### src/rtl/nr_pkg.sv
// Shared defaults and helpers for the 3x3 noise-reduction window builder.
package nr_pkg;

    localparam int unsigned NR_DATA_W = 8;
    localparam int unsigned NR_IMG_W  = 130;
    localparam int unsigned NR_IMG_H  = 130;
    localparam int unsigned FRAME_PIX = NR_IMG_W * NR_IMG_H;

    // Flat slot of window element (row i, column j), both counted from the top-left corner.
    function automatic int unsigned win_idx(input int unsigned i, input int unsigned j);
        return 3 * i + j;
    endfunction

endpackage

### src/rtl/line_fifo.sv
// Fixed-delay line buffer: a circular RAM read before write at one pointer, so data_o is
// the sample pushed exactly DEPTH pushes ago.
module line_fifo #(
    parameter int unsigned DATA_W = 8,
    parameter int unsigned DEPTH  = 130
) (
    input  logic              clk,
    input  logic              rst_n,
    input  logic              push_i,
    input  logic [DATA_W-1:0] data_i,
    output logic [DATA_W-1:0] data_o
);

    localparam int unsigned      PTR_W    = $clog2(DEPTH);
    localparam logic [PTR_W-1:0] PTR_LAST = PTR_W'(DEPTH - 1);

    logic [DATA_W-1:0] mem_q [DEPTH];
    logic [PTR_W-1:0]  ptr_q, ptr_d;

    assign data_o = mem_q[ptr_q];

    always_comb begin
        ptr_d = ptr_q;
        if (push_i) begin
            ptr_d = (ptr_q == PTR_LAST) ? '0 : ptr_q + 1'b1;
        end
    end

    always_ff @(posedge clk or negedge rst_n) begin
        if (!rst_n) begin
            ptr_q <= '0;
        end else begin
            ptr_q <= ptr_d;
        end
    end

    // Contents are never reset; window validity is gated by the position counters.
    always_ff @(posedge clk) begin
        if (push_i) begin
            mem_q[ptr_q] <= data_i;
        end
    end

endmodule

### src/rtl/nr_window_3x3.sv
// Builds a registered 3x3 neighbourhood around each interior pixel of a raster stream,
// with centre position and an end-of-frame pulse.
module nr_window_3x3
    import nr_pkg::*;
#(
    parameter int unsigned DATA_W = NR_DATA_W,
    parameter int unsigned IMG_W  = NR_IMG_W,
    parameter int unsigned IMG_H  = NR_IMG_H
) (
    input  logic                       clk,
    input  logic                       rst_n,
    input  logic                       clr,
    input  logic                       in_valid,
    input  logic [DATA_W-1:0]          in_pix,
    output logic                       out_valid,
    output logic [9*DATA_W-1:0]        out_win,
    output logic [$clog2(IMG_H)-1:0]   out_row,
    output logic [$clog2(IMG_W)-1:0]   out_col,
    output logic                       frame_done
);

    localparam int unsigned      ROW_W    = $clog2(IMG_H);
    localparam int unsigned      COL_W    = $clog2(IMG_W);
    localparam logic [ROW_W-1:0] ROW_LAST = ROW_W'(IMG_H - 1);
    localparam logic [COL_W-1:0] COL_LAST = COL_W'(IMG_W - 1);
    localparam logic [ROW_W-1:0] ROW_TWO  = ROW_W'(2);
    localparam logic [COL_W-1:0] COL_TWO  = COL_W'(2);

    logic             accept;
    logic [ROW_W-1:0] row_q, row_d;
    logic [COL_W-1:0] col_q, col_d;

    assign accept = in_valid & ~clr;

    always_comb begin
        row_d = row_q;
        col_d = col_q;
        if (clr) begin
            row_d = '0;
            col_d = '0;
        end else if (in_valid) begin
            if (col_q == COL_LAST) begin
                col_d = '0;
                row_d = (row_q == ROW_LAST) ? '0 : row_q + 1'b1;
            end else begin
                col_d = col_q + 1'b1;
            end
        end
    end

    always_ff @(posedge clk or negedge rst_n) begin
        if (!rst_n) begin
            row_q <= '0;
            col_q <= '0;
        end else begin
            row_q <= row_d;
            col_q <= col_d;
        end
    end

    // Two chained line delays give the pixels one and two lines above the incoming one.
    logic [DATA_W-1:0] tap_a, tap_b;

    line_fifo #(
        .DATA_W (DATA_W),
        .DEPTH  (IMG_W)
    ) u_fifo_a (
        .clk    (clk),
        .rst_n  (rst_n),
        .push_i (accept),
        .data_i (in_pix),
        .data_o (tap_a)
    );

    line_fifo #(
        .DATA_W (DATA_W),
        .DEPTH  (IMG_W)
    ) u_fifo_b (
        .clk    (clk),
        .rst_n  (rst_n),
        .push_i (accept),
        .data_i (tap_a),
        .data_o (tap_b)
    );

    // Column 2 of the window is the live column from the FIFO taps; columns 0..1 are history.
    logic [DATA_W-1:0] col_pix [3];
    logic [DATA_W-1:0] hist_q  [3][2];
    logic [DATA_W-1:0] hist_d  [3][2];
    logic [DATA_W-1:0] win     [3][3];
    logic [9*DATA_W-1:0] win_flat;

    assign col_pix[0] = tap_b;
    assign col_pix[1] = tap_a;
    assign col_pix[2] = in_pix;

    always_comb begin
        win_flat = '0;
        for (int i = 0; i < 3; i++) begin
            win[i][0]    = hist_q[i][0];
            win[i][1]    = hist_q[i][1];
            win[i][2]    = col_pix[i];
            hist_d[i][0] = accept ? hist_q[i][1] : hist_q[i][0];
            hist_d[i][1] = accept ? col_pix[i]   : hist_q[i][1];
        end
        for (int i = 0; i < 3; i++) begin
            for (int j = 0; j < 3; j++) begin
                win_flat[DATA_W*win_idx(i, j) +: DATA_W] = win[i][j];
            end
        end
    end

    always_ff @(posedge clk or negedge rst_n) begin
        if (!rst_n) begin
            for (int i = 0; i < 3; i++) begin
                for (int j = 0; j < 2; j++) begin
                    hist_q[i][j] <= '0;
                end
            end
        end else begin
            hist_q <= hist_d;
        end
    end

    // The c >= 2 gate also keeps columns carried over from the previous line out of a window.
    logic emit, last_pix;

    assign emit     = accept && (row_q >= ROW_TWO) && (col_q >= COL_TWO);
    assign last_pix = accept && (row_q == ROW_LAST) && (col_q == COL_LAST);

    logic                out_valid_q, out_valid_d;
    logic                frame_done_q, frame_done_d;
    logic [9*DATA_W-1:0] out_win_q, out_win_d;
    logic [ROW_W-1:0]    out_row_q, out_row_d;
    logic [COL_W-1:0]    out_col_q, out_col_d;

    always_comb begin
        out_valid_d  = emit;
        frame_done_d = last_pix;
        out_win_d    = out_win_q;
        out_row_d    = out_row_q;
        out_col_d    = out_col_q;
        if (emit) begin
            out_win_d = win_flat;
            out_row_d = row_q - 1'b1;
            out_col_d = col_q - 1'b1;
        end
    end

    always_ff @(posedge clk or negedge rst_n) begin
        if (!rst_n) begin
            out_valid_q  <= 1'b0;
            frame_done_q <= 1'b0;
            out_win_q    <= '0;
            out_row_q    <= '0;
            out_col_q    <= '0;
        end else begin
            out_valid_q  <= out_valid_d;
            frame_done_q <= frame_done_d;
            out_win_q    <= out_win_d;
            out_row_q    <= out_row_d;
            out_col_q    <= out_col_d;
        end
    end

    assign out_valid  = out_valid_q;
    assign frame_done = frame_done_q;
    assign out_win    = out_win_q;
    assign out_row    = out_row_q;
    assign out_col    = out_col_q;

endmodule

### config.mk
export PLATFORM = sky130hd
export DESIGN_NAME = nr_window_3x3
export DESIGN_NICKNAME = d
export VERILOG_FILES = /design/src/rtl/nr_pkg.sv /design/src/rtl/line_fifo.sv /design/src/rtl/nr_window_3x3.sv
export SDC_FILE = /design/constraint.sdc
export NUM_CORES = 2
export LEC_CHECK = 0
export ABC_AREA = 1
export CORE_ASPECT_RATIO = 0.5
export CORE_UTILIZATION = 45
export CTS_BUF_LIST = sky130_fd_sc_hd__clkbuf_8
export DETAILED_ROUTE_END_ITERATION = 6
export PLACE_DENSITY = 0.7
export SLEW_MARGIN = 5
export SYNTH_ARGS = -nofsm -noshare
export SYNTH_HDL_FRONTEND = slang
export SYNTH_SLANG_ARGS = --single-unit
export TNS_END_PERCENT = 20
### constraint.sdc
create_clock -name clk -period 4.9 [get_ports clk]
set_input_delay 0.98 -clock clk [delete_from_list [all_inputs] [get_ports clk]]
set_output_delay 0.98 -clock clk [all_outputs]
set_load 0.01 [all_outputs]
After elaboration in Yosys (flattened, before gate mapping). Memory sizes are Yosys's and may differ from the RTL's. Index checks and enable logic that the tools add are counted.

Word-level logic and storage cells: 49. Bits of input ports: 12. Memories: 2. Output and inout bits: 90. RAM bits: 2080. Flip-flop bits (word level): 170.

Memories: u_fifo_a.mem_q (words 130, width 8, read ports 1, clocked after Yosys merged registers in 0, wr ports 1, RTL line line_fifo.sv:17) `logic [DATA_W-1:0] mem_q [DEPTH];`; u_fifo_b.mem_q (words 130, width 8, read ports 1, clocked after Yosys merged registers in 0, wr ports 1, RTL line line_fifo.sv:17).

Bitwise gates (word level): 2. Eq/ne operators: 4. $add $sub $neg: 6. Order comparisons: 2. Reduce and logical (&&, ||, !) cells: 7. Multiplexer cells: 11.

Operators by type and width (count): $mux 8 (9); $add 8x1->8 const B (4); $eq 8x8->1 const B (4); $ge 8x2->1 const B (2); $sub 8x1->8 const B (2); $logic_and 1x1->1 (4); $reduce_bool 2->1 (2); $mux 1 (2); $reduce_and 2->1 (1); $and 1x1->1 (1); $not 1->1 (1).

Longest topological paths before layout.
Depth in word-level cells: 5. Mapped depth: 19. Depth with buffers taken out: 15.

Hierarchy. Synthesis repeated with hierarchy kept, for this count alone.

Cells, all modules: 9352. Area, all modules: 95880.7 sq um.

Modules (own cells, without submodules): line_fifo (area each 44730.4 sq um, times used 2, cells each 4330); nr_window_3x3 (area each 6419.9 sq um, times used 1, cells each 692).

Worst setup path before layout. Ideal clock, no wire load.

Kind: register to register. From: register u_fifo_a.ptr_q[0]. To: memory u_fifo_b.mem_q[0][4], data pin. Cell stages (with the launch flop): 17. Buffers on the path: 4. Data arrival time: 3222 ps. Setup slack: 750 ps. Data required time: 3972 ps. Cells stage by stage: dfrtp_1 > buf_4 > inv_4 > buf_6 > buf_6 > buf_4 > nand2_1 > nand3_1 > nand2_1 > nand2_1 > nand2_1 > nor2_1 > nor2_1 > nor2_1 > nand2_1 > nand2_1 > nand3_1.

Word-level cells in the longest chain between the ends: 1.

RTL lines: from (decl) (RTL line line_fifo.sv:18) `logic [PTR_W-1:0] ptr_q, ptr_d;`; from (signal assigned) (RTL line line_fifo.sv:33) `ptr_q <= ptr_d;`; $mem_v2 130x8; net tap_a[4] (RTL line nr_window_3x3.sv:62) `logic [DATA_W-1:0] tap_a, tap_b;`; to (decl) (RTL line line_fifo.sv:17).

The timed path passes the listed nets, and every way through them passes these cells.

Worst setup path in the final report.
From: register u_fifo_a.ptr_q[0]. To: memory u_fifo_b.mem_q[67][4], data pin.

The elaborated chain is that of the path after synthesis.

==> results.py <==
metrics = {
    "run_status": {
        "status": "complete, no violations",
    },
    "pwr": {
        "peakVddDrop_mv": 0.989,
        "leakage_nw": 41.8,
        "total_power_mw": 56.7,
        "power.density_nw_per_um2": 539,
    },
    "clock_network": {
        "cts_setup_buffers": 0,
        "clk_latency_ps": 960,
        "tritoncts": "yes",
        "cts_hold_buf": 0,
        "htree_levels": 5,
        "cts.clk_slew.worst_paths_ps": 60,
        "cts_sinks": 2250,
        "ctsLongestPathBuffers": 4,
        "clock_tree.root_cell": "clkbuf_8",
        "post_cts_resized": 0,
        "cts_made_buffers": 326,
    },
    "synth": {
        "syn_inst": 9041,
        "syn_area_um2": 94400,
        "async_reset_ff_share_pct": 7.56,
        "synth_ff_type": "edfxtp_1",
        "synth_cell_types": 35,
        "ys_ff_latch": 2250,
        "syn_area_per_cell_um2": 10.4,
        "yosysSeqAreaShare_pct": 70.7,
        "synth_edf_count": 2080,
        "yosysWarningCount": 0,
        "syn_nets": 9069,
    },
    "sta": {
        "setup_violations": 0,
        "hold_violations": 0,
        "min_period_ps": 4270,
        "fin_skew_ps": 59.7,
        "fmax_ghz": 0.234,
        "slew_headroom_pct": 24.3,
        "worstMarginPinSlew_ps": 1140,
        "min_period_over_period_pct": 87.1,
        "tns_ps": 0,
        "rsz0062_at_grt": "false",
        "slew_viol_final": 0,
    },
    "route": {
        "routed_wl_mm": 241,
        "drtPass1Iterations": 6,
        "drc": 0,
        "num_vias": 64400,
        "via_per_inst": 5.26,
        "routedWlPerCell_um": 19.7,
        "antenna_left": 0,
        "drt_iter0_markers": 7687,
    },
    "worst_setup_path": {
        "path_class": "register to register",
        "slowest_stage": "dfrtp_4",
        "cp_max_fo": 155,
        "cp.arrival_ps": 4900,
        "required_ps": 5530,
        "slowest_delay_ps": 710,
        "critPathMostFrequentCell": "nand2_1",
        "crit_path_start_kind": "register",
        "worstPathCellList": "inv_16 -> buf_12 -> nand2_1 -> nand3_1 -> nand2_1 -> nand2_1 -> nand2_1 -> nor2_1 -> nor2_1 -> nor2_1 -> nand2_1 -> nand2_1 -> nand3_4 -> buf_4",
        "endpoint_kind": "register",
    },
    "finish": {
        "layout_commonest_cell": "nand2_1",
        "layout-drive-gt1-share_pct": 7.21,
        "nNetsFinal": 9284,
        "area_growth_pct": 11.4,
        "final_cell_mix": "nand2_1, edfxtp_1, nor2_1, inv_1, o21ai_0",
    },
    "placement": {
        "portBuffers": 101,
        "hpwl_mm": 140,
        "place.gp.congestion": 0.896,
    },
    "floorplan": {
        "core_um2": 208000,
        "io_pins": 102,
        "fp.dieW_um": 650,
        "die_area_um2": 212000,
        "rows": 118,
        "start_util_pct": 45.4,
        "chipHeight_um": 326,
    },
    "min_path": {
        "hp-class": "input pin to asynchronous set/reset pin",
    },
    "run": {
        "cap_violations": 0,
    },
    "global_routing": {
        "track_usage_pct": 22.3,
        "grt_pass1_wl_mm": 367,
        "antenna_found_initial": 7,
        "grt_max_degree": 196,
        "grt-ovfl-total": 0,
        "grt_pass1_vias": 61900,
    },
}
## area by class of cell
cell class,count,area [µm²]
Fill cell,17900,103000
Antenna cell,2,5.00
Inverter,715,2720
Clock buffer,340,4680
Clock inverter,209,1110
Timing Repair Buffer,344,3370
Sequential cell,2250,66700
Multi-Input combinational cell,5619,23100
Tap cell,2760,3450
## critical path, delay by kind of cell, from the launching register on
kind	cells	cell delay, ps
simple gates	11	1690
flops	1	710
buf+inv	3	1230
## Yosys cell counts, types with 16 or more instances
cell type / count / share of area (%)
nor2_1: 1446 / 5.7
buf_2: 162 / 0.86
inv_1: 707 / 2.8
edfxtp_1: 2080 / 66
dfrtp_1: 170 / 4.5
clkbuf_1: 219 / 0.87
nand2_1: 2932 / 12
nand3_1: 331 / 1.8
o21ai_0: 743 / 3.9
o22ai_1: 24 / 0.16
buf_1: 44 / 0.17
buf_4: 21 / 0.17
nor3_1: 18 / 0.095
ha_1: 16 / 0.21
o21ai_1: 43 / 0.23
## per-stage QoR
stage | setup slack (ps) | util, % | area (µm²) | std cells | hold slack [ps]
5_1_grt | 454 | 50.6 | 105000 | 12200 | 135
3_5_place_dp | 654 | 47.8 | 99300 | 11700 | 459
3_3_place_gp | 708 | 47.8 | 99300 | 11700 | 448
4_1_cts | 804 | 50.6 | 105000 | 12200 | 89.0
2_1_floorplan | 750 | - | 94400 | 9041 | 442
6_report | 633 | 50.6 | 105000 | 12200 | 121
## registers in the layout, indices dropped and copies added, names as in the netlist
name / flops
hist_q: 48
col_q: 8
u_fifo_a.mem_q: 1040
u_fifo_b.mem_q: 1040
out_row: 8
frame_done: 1
out_valid: 1
u_fifo_a.ptr_q: 8
out_win: 72
row_q: 8
u_fifo_b.ptr_q: 8
out_col: 8
## kinds of logic after synthesis
kind of cell	count (synthesis)	synth area share [%]
and+or+nand+nor	4751	19.4
buffers and inverters	1172	5.05
DFF	2250	70.7
adders and majority gates	16	0.212
xor gates and xnor gates	17	0.158
AOI/OAI and AO/OA	835	4.48
## layer usage
metal	vias up	global-route usage (%)	routed length, µm
li1	30100	-	-
met1	30900	30.7	99900
met2	2832	35.4	112000
met3	539	3.68	19900
met4	8	8.99	9380
met5	-	0	57
## final timing paths
check / startpoint / endpoint / slack [ps] / cells after the start
worst max-delay path: u_fifo_a.ptr_q[0] / u_fifo_b.mem_q[67][4] / 630 / 14
worst min-delay path: rst_n / out_win[3] / 120 / 1
worst max register to register: u_fifo_a.ptr_q[0] / u_fifo_b.mem_q[67][4] / 630 / 14
worst min register to register: hist_q[15] / out_win[55] / 470 / 2
max in group asynchronous: rst_n / u_fifo_a.ptr_q[0] / 3760 / 2
min in group clk: hist_q[15] / out_win[55] / 470 / 2
## report_power, final
| part | switching (mW) | total [mW] | internal (mW) |
|---|---|---|---|
| Clock | 7.17 | 13.9 | 6.76 |
| Sequential | 0.384 | 25.3 | 24.9 |
| Combinational | 13.3 | 17.5 | 4.16 |
Note: power is estimated with default switching activity, not from simulation.
